--- src/rtl/smpl_capture_ctrl.sv ---
// Circular sample-RAM write controller: pre-trigger fill, arm, trigger, post-trigger count, done.
// Latency: RAM write port (we/waddr/wdata) is registered 1 cycle after the accepting wrt_smpl.
// Backpressure: none; every wrt_smpl in CAPTURE/POST is stored, and the sampler is never stalled.
module smpl_capture_ctrl #(
    parameter int DEPTH = 512,
    localparam int AW = $clog2(DEPTH)
) (
    input  logic          clk,
    input  logic          rst_n,
    input  logic [7:0]    smpl,
    input  logic          wrt_smpl,
    input  logic          run,
    input  logic          stop,
    input  logic          triggered,
    input  logic [AW-1:0] trig_pos,
    output logic          we,
    output logic [AW-1:0] waddr,
    output logic [7:0]    wdata,
    output logic          armed,
    output logic          capturing,
    output logic          capture_done,
    output logic [AW-1:0] start_addr
);

    typedef enum logic [1:0] {
        IDLE    = 2'd0,
        CAPTURE = 2'd1,
        POST    = 2'd2,
        DONE    = 2'd3
    } state_t;

    localparam logic [AW:0] DEPTH_W = (AW+1)'(DEPTH);

    state_t        state, state_n;
    logic [AW:0]   ptr, ptr_n;
    logic [AW:0]   pre_cnt, pre_n;
    logic [AW:0]   post_cnt, post_n;
    logic [AW-1:0] tpos, tpos_n;
    logic          wr;
    logic          armed_n;
    logic [AW:0]   pre_target;
    logic [AW:0]   pre_target_n;

    // Pre-trigger history needed before a trigger may be accepted.
    assign pre_target   = DEPTH_W - {1'b0, tpos};
    assign pre_target_n = DEPTH_W - {1'b0, tpos_n};

    // Next-state, pointer/counter updates and write-accept decision.
    always_comb begin
        state_n = state;
        ptr_n   = ptr;
        pre_n   = pre_cnt;
        post_n  = post_cnt;
        tpos_n  = tpos;
        wr      = 1'b0;
        if (stop) begin
            // Abort wins over run/trigger and suppresses any same-cycle write.
            state_n = IDLE;
        end else begin
            case (state)
                IDLE, DONE: begin
                    if (run) begin
                        ptr_n   = '0;
                        pre_n   = '0;
                        post_n  = '0;
                        tpos_n  = trig_pos;
                        state_n = CAPTURE;
                    end
                end
                CAPTURE: begin
                    if (armed && triggered) begin
                        if (tpos == '0) begin
                            // No post-trigger samples wanted: finish without storing this one.
                            state_n = DONE;
                        end else begin
                            state_n = POST;
                            if (wrt_smpl) begin
                                // Same-cycle sample is post-trigger sample number 1.
                                wr     = 1'b1;
                                ptr_n  = ptr + 1'b1;
                                post_n = {{AW{1'b0}}, 1'b1};
                                if (post_n == {1'b0, tpos})
                                    state_n = DONE;
                            end else begin
                                post_n = '0;
                            end
                        end
                    end else if (wrt_smpl) begin
                        wr    = 1'b1;
                        ptr_n = ptr + 1'b1;
                        if (pre_cnt != pre_target)
                            pre_n = pre_cnt + 1'b1;
                    end
                end
                POST: begin
                    if (wrt_smpl) begin
                        wr     = 1'b1;
                        ptr_n  = ptr + 1'b1;
                        post_n = post_cnt + 1'b1;
                        if (post_n == {1'b0, tpos})
                            state_n = DONE;
                    end
                end
                default: state_n = IDLE;
            endcase
        end
        armed_n = (state_n == CAPTURE) && (pre_n == pre_target_n);
    end

    // State, pointers, counters, write port and status registers.
    always_ff @(posedge clk or negedge rst_n) begin
        if (!rst_n) begin
            state        <= IDLE;
            ptr          <= '0;
            pre_cnt      <= '0;
            post_cnt     <= '0;
            tpos         <= '0;
            we           <= 1'b0;
            waddr        <= '0;
            wdata        <= '0;
            armed        <= 1'b0;
            capturing    <= 1'b0;
            capture_done <= 1'b0;
            start_addr   <= '0;
        end else begin
            state        <= state_n;
            ptr          <= ptr_n;
            pre_cnt      <= pre_n;
            post_cnt     <= post_n;
            tpos         <= tpos_n;
            we           <= wr;
            if (wr) begin
                waddr <= ptr[AW-1:0];
                wdata <= smpl;
            end
            armed        <= armed_n;
            capturing    <= (state_n == CAPTURE) || (state_n == POST);
            capture_done <= (state_n == DONE);
            // After the final write the pointer sits on the oldest stored sample.
            if (state_n == DONE && state != DONE)
                start_addr <= ptr_n[AW-1:0];
        end
    end

endmodule
--- config.mk ---
export PLATFORM = sky130hd
export DESIGN_NAME = smpl_capture_ctrl
export DESIGN_NICKNAME = d
export VERILOG_FILES = /design/src/rtl/smpl_capture_ctrl.sv
export SDC_FILE = /design/constraint.sdc
export NUM_CORES = 1
export LEC_CHECK = 0
export BUFFER_PORTS_ARGS = -buffer_cell sky130_fd_sc_hd__buf_2
export CAP_MARGIN = 25
export CELL_PAD_IN_SITES_DETAIL_PLACEMENT = 0
export CELL_PAD_IN_SITES_GLOBAL_PLACEMENT = 1
export CORE_MARGIN = 2
export CORE_UTILIZATION = 41
export DETAILED_ROUTE_END_ITERATION = 16
export PLACE_DENSITY = 0.79
export SKIP_LAST_GASP = 1
export SYNTH_ARGS = -nofsm -noshare
export SYNTH_HDL_FRONTEND = slang
export SYNTH_SLANG_ARGS = --single-unit
--- constraint.sdc ---
create_clock -name clk -period 3.2 [get_ports clk]
set_input_delay 0.16 -clock clk [delete_from_list [all_inputs] [get_ports clk]]
set_output_delay 0.16 -clock clk [all_outputs]
set_load 0.02 [all_outputs]
# After elaboration in Yosys (flattened, before gate mapping)
# Cells that the tools add are included.
# Widths: inputs -> output; s select.
# word_totals
out_inout_bits	30
inputBits	23
regBits	71
word_cells	79
# classes
n_addsub	5
mux	35
n_reduce_logical	9
bitwise	1
n_eq_ne	16
# op_table
cell	count
$mux 10	13
$pmux 10 s3	2
$mux 9	4
$add 10x1->10 const B	3
$pmux 10 s2	1
$sub 10x9->10 const A	2
$eq 10x10->1	1
$eq 10x9->1	1
$mux 2	5
$ne 10x10->1	1
$ne 2x2->1 const B	5
$eq 1x9->1 const A	1
$logic_not 9->1	1
$eq 2x2->1 const B	4
$mux 1	8
$pmux 2 s3	1
$reduce_and 5->1	1
$eq 2x1->1 const B	2
$logic_and 1x1->1	3
$ne 3x3->1 const B	1
$reduce_and 3->1	1
$logic_not 2->1	1
$pmux 1 s2	1
$reduce_or 2->1	1
other kinds (2)	2

# Logic depth before layout (Yosys ltp)
# depth
depth_word	9
mapped_depth	16
mapped_depth_nobuf	16

# Worst setup path before layout
# No wires, ideal clock.
# synth_timing
path_kind	register to register
start	reg tpos[3]
end	reg armed
arrival_time_ns	3.420
synth_period_minus_slack_ns	3.532
required_time_ns	3.089
n_path_buf	3
slack_ns	-0.332
setup_time_ns	0.111
path_stages_with_launch	16
path_cell_list	dfrtp_1 > buf_6 > or3_4 > nor4_1 > ha_1 > xor2_1 > nor3_1 > and4_4 > buf_6 > a31o_1 > buf_2 > or4b_1 > nand3_1 > mux2i_1 > o21bai_1 > a2111oi_2
# synth_between
elab_chain_cells	9
elab_cells_between_ends	25
cone_classes	2 x add/sub; 5 x eq/ne; 16 x mux; 2 x reduce/logical
# synth_rtl
element	line	rtl
start: declaration	38	logic [AW-1:0] tpos, tpos_n;
start signal: assignment	130	tpos <= tpos_n;
$sub 10x9->10	45	assign pre_target = DEPTH_W - {1'b0, tpos};
$ne 10x10->1	91	if (pre_cnt != pre_target)
$mux 10	91	
$mux 10	88	end else if (wrt_smpl) begin
$mux 10	71	if (armed && triggered) begin
$pmux 10 s2	60	case (state)
$mux 10	56	if (stop) begin
via pre_n[5]	36	logic [AW:0] pre_cnt, pre_n;
$eq 10x10->1	107	armed_n = (state_n == CAPTURE) && (pre_n == pre_target_n);
$logic_and 1x1->1	107	
via armed_n	40	logic armed_n;
end signal: assignment	136	armed <= armed_n;
end: declaration	19	output logic armed,
# The timed path passes the listed nets, and every way through them passes these cells.
# A chain may end at the register's enable or synchronous reset.

# Final worst setup path
# layout_timing
start	reg tpos[4]
end	reg armed
# layout_between
elab_chain_cells	9
elab_cells_between_ends	25
cone_classes	2 x add/sub; 5 x eq/ne; 16 x mux; 2 x reduce/logical
# layout_rtl
element	line
$sub 10x9->10 / $eq 1x9->1 (equally long branches)	45, 82
$ne 10x10->1 / $mux 1 (equally long branches)	91, 82
$mux 10 / $mux 1 (equally long branches)	91, 77
$mux 10 / $mux 1 (equally long branches)	88, 72
$mux 10 / $mux 2 (equally long branches)	71
$pmux 10 s2 / $pmux 2 s3 (equally long branches)	60
$mux 10 / $mux 2 (equally long branches)	56
$eq 10x10->1 / $eq 2x1->1 (equally long branches)	107
$logic_and 1x1->1 (*)	107
via armed_n	40
# The timed path passes the listed nets; every way through them passes the cells marked *.

==> out/qor.txt <==
post-route antenna net violation count = 0
Clk Tree Root Cell = clkbuf_8
Die ar. = 11,600 um2
Core ar. = 10,400 um2
Required @ worst endpoint = 3.45 ns
Yosys top cell by area = dfrtp_1
# setup viols final = 1
Final WS setup = -0.136 ns
crit path max fanout = 4
Least-Margin Pin Slew = 0.914 ns
Synth async-reset ratio = 100%
Crit. End Element = flop
TritonCTS Sinks = 70
DRT Pass-1 Iters = 4
Max clock buf depth = 2
Total GRT Usage = 20.8%
Vias/cell = 5.53
via count = 3,906
setup TNS = -0.136 ns
PwrDens = 472 nW/um2
Post-CTS Hold Buffers = 0
gpl congestion = 0.944
Synth area leaders = dfrtp_1 (40%), mux2_2 (8.4%), xnor2_1 (5.2%)
Syn. warnings = 0
GRT overflow = 0
P_leak = 2.64 nW
share of the synthesized area in the top cell type = 39.8%
Total Power Consumption = 2.56 mW
CTS H-Tree Depth = 3
Die Height = 108 um
fin nets = 601
RSZ-0062 raised after global routing = yes
DIE WIDTH = 108 um
WHS = 0.0139 ns
vias in the first global route = 3,888
Post-Synthesis Cells = 468
layout cells sized above 1 = 31.6%
Syn Nets = 504
violated checks = negative setup slack
I/O pin total = 53
final period utilization = 104%
peak supply drop = 248 uV
total CTS buffers = 9
ys flop type = dfrtp_1
design area = 5420 um2
Worst EP arrival = 3.59 ns
Slew Viols, Final = 0
FMAX = 300 MHz
dpl hpwl = 8510 um
Clock Latency Late Sink = 0.35 ns
diodes inserted = 0
Area after DPL = 5170 um2
post-route DRC violation count = 0
syn_area_per_cell = 9.40 um2
Reg area = 1750 um2
WL final = 11,500 um
min-delay worst type = input port to asynchronous set/reset pin
Syn-to-layout area delta = 23.2%
# rows = 37
initial core utilization = 42.4%
synth unique cells = 61
Max-slew headroom = 39.1%
TritonCTS clock tree = yes
Max Clock Skew = 0.00730 ns
#FFs+latches synth = 70
IO Port Bufs = 52
register area share after synthesis = 39.8%
count of final hold-check violations = 0
largest net degree at the start of global routing = 71
pre-CTS setup slack = -0.185 ns
multi-input combinational cell area = 2510 um2
Setup crit start kind = flop
status = finished, violations left
Final min period = 3.34 ns
first-pass GRT wire length = 18,700 um
max_cap viols = 0
fillers = 1,006
Worst R2R Path Depth = 12
WL/cell = 16.3 um
EDFF count, synth = 0
initial antenna violation count = 0
CP Class = flop to flop
synthesized area = 4400 um2
DR iter-0 viols = 191
clk slew on worst S/H paths = 0.08 ns
R2R setup slack = -0.14 ns
==> power by group <==
group	internal (mW)	switching, mW
logic	0.377	0.457
registers	0.966	0.0690
clock network	0.307	0.381
total	1.65	0.907
==> synth_stat cells, types with 6 or more instances <==
| cell | instances |
|---|---|
| or3_1 | 6 |
| xor2_1 | 11 |
| a21oi_1 | 14 |
| nand3_1 | 20 |
| o31ai_1 | 9 |
| xnor2_1 | 26 |
| and3_1 | 6 |
| ha_1 | 13 |
| dfrtp_1 | 70 |
| mux2_2 | 33 |
| clkbuf_1 | 18 |
| inv_1 | 21 |
| nand2b_1 | 7 |
| nor2_1 | 28 |
| nor3_1 | 6 |
| mux2i_1 | 10 |
| o21ai_0 | 42 |
| nand2_1 | 42 |
==> stage by stage <==
step	util, %	cells
after floorplan	-	468
final	52.2	706
after global placement	49.9	688
after CTS	52.0	705
after global routing	52.2	706
after detailed placement	49.9	688
==> final cells by class <==
class	count	area share (%)
Inverter	21	1.45
Tap cell	136	3.14
Sequential cell	70	32.3
Multi-Input combinational cell	352	46.4
Timing Repair Buffer	111	13.3
Clock buffer	10	2.54
Clock inverter	6	0.831
==> worst paths after layout <==
| kind | startpoint | endpoint |
|---|---|---|
| max | tpos[4]$_DFF_PN0_ | armed$_DFF_PN0_ |
| min | rst_n | post_cnt[3]$_DFFE_PN0P_ |
| max reg2reg | tpos[4]$_DFF_PN0_ | armed$_DFF_PN0_ |
| min reg2reg | post_cnt[9]$_DFFE_PN0P_ | post_cnt[9]$_DFFE_PN0P_ |
| max in group asynchronous | rst_n | pre_cnt[2]$_DFF_PN0_ |
| min in group clk | smpl[2] | wdata[2]$_DFFE_PN0P_ |
==> logic make-up (layout without fill, tap and decap cells) <==
group | Yosys count | after routing | share of synthesized area [%]
and+or+nand+nor | 147 | 147 | 17.1
muxes | 44 | 44 | 11.1
AOI/OAI and AO/OA | 111 | 111 | 16.7
xor gates and xnor gates | 37 | 37 | 7.37
DFF | 70 | 70 | 39.8
buffers and inverters | 46 | 148 | 4.30
adders and majority gates | 13 | 13 | 3.70
==> state kept, by name, summed over array words and instances, names as in the netlist <==
signal and count:
post_cnt 10, pre_cnt 10, ptr 9, start_addr 9
tpos 9, waddr 9, wdata 8, state 2
armed 1, capture_done 1, capturing 1, we 1
==> per-layer routing <==
layer	track usage [%]	part of all wire [%]	up-vias
met2	32.5	46	116
li1	-	-	1870
met5	0	0	-
met1	28.5	47	1899
met4	9.80	2.5	0
met3	2.54	4.5	21
==> critical path: stages, from the launching register on <==
cell       delay [ns]
dfrtp_1          0.38
or3_4            0.41
nor4_4           0.14
ha_1             0.27
xor2_1           0.14
nor3_1           0.14
and4_4           0.26
a311o_1          0.21
mux2_4           0.31
or4_1            0.48
mux2i_1          0.16
nand4_1          0.12
a2111oi_2        0.21
==> layout by cell type (no fill, tap or decap), types with 4 or more instances in the layout <==
cell	Yosys	routed
clkbuf_8	0	10
a31oi_1	5	5
inv_1	21	21
a21oi_1	14	14
or3_1	6	6
o21ai_0	42	41
dfrtp_1	70	70
o31ai_1	9	9
nand2b_1	7	7
ha_1	13	12
xnor2_1	26	26
buf_2	1	52
nand2_1	42	42
nand3_1	20	18
mux2_2	33	33
nor3_1	6	6
nand4_1	5	5
o21a_1	4	4
nor2b_1	5	5
and3_1	6	6
nor2_1	28	26
buf_4	0	57
xor2_1	11	11
a21o_1	5	5
mux2i_1	10	10
==> repair_timing <==
| item | CTS | global route |
|---|---|---|
| buffers inserted | 1 | 0 |
| resized for setup | 5 | 3 |
| endpoints found under the setup margin | 10 | 10 |
| hold endpoints to repair | 0 | 0 |
| pin swaps | 3 | 3 |
Note: power is estimated with default switching activity, not from simulation.
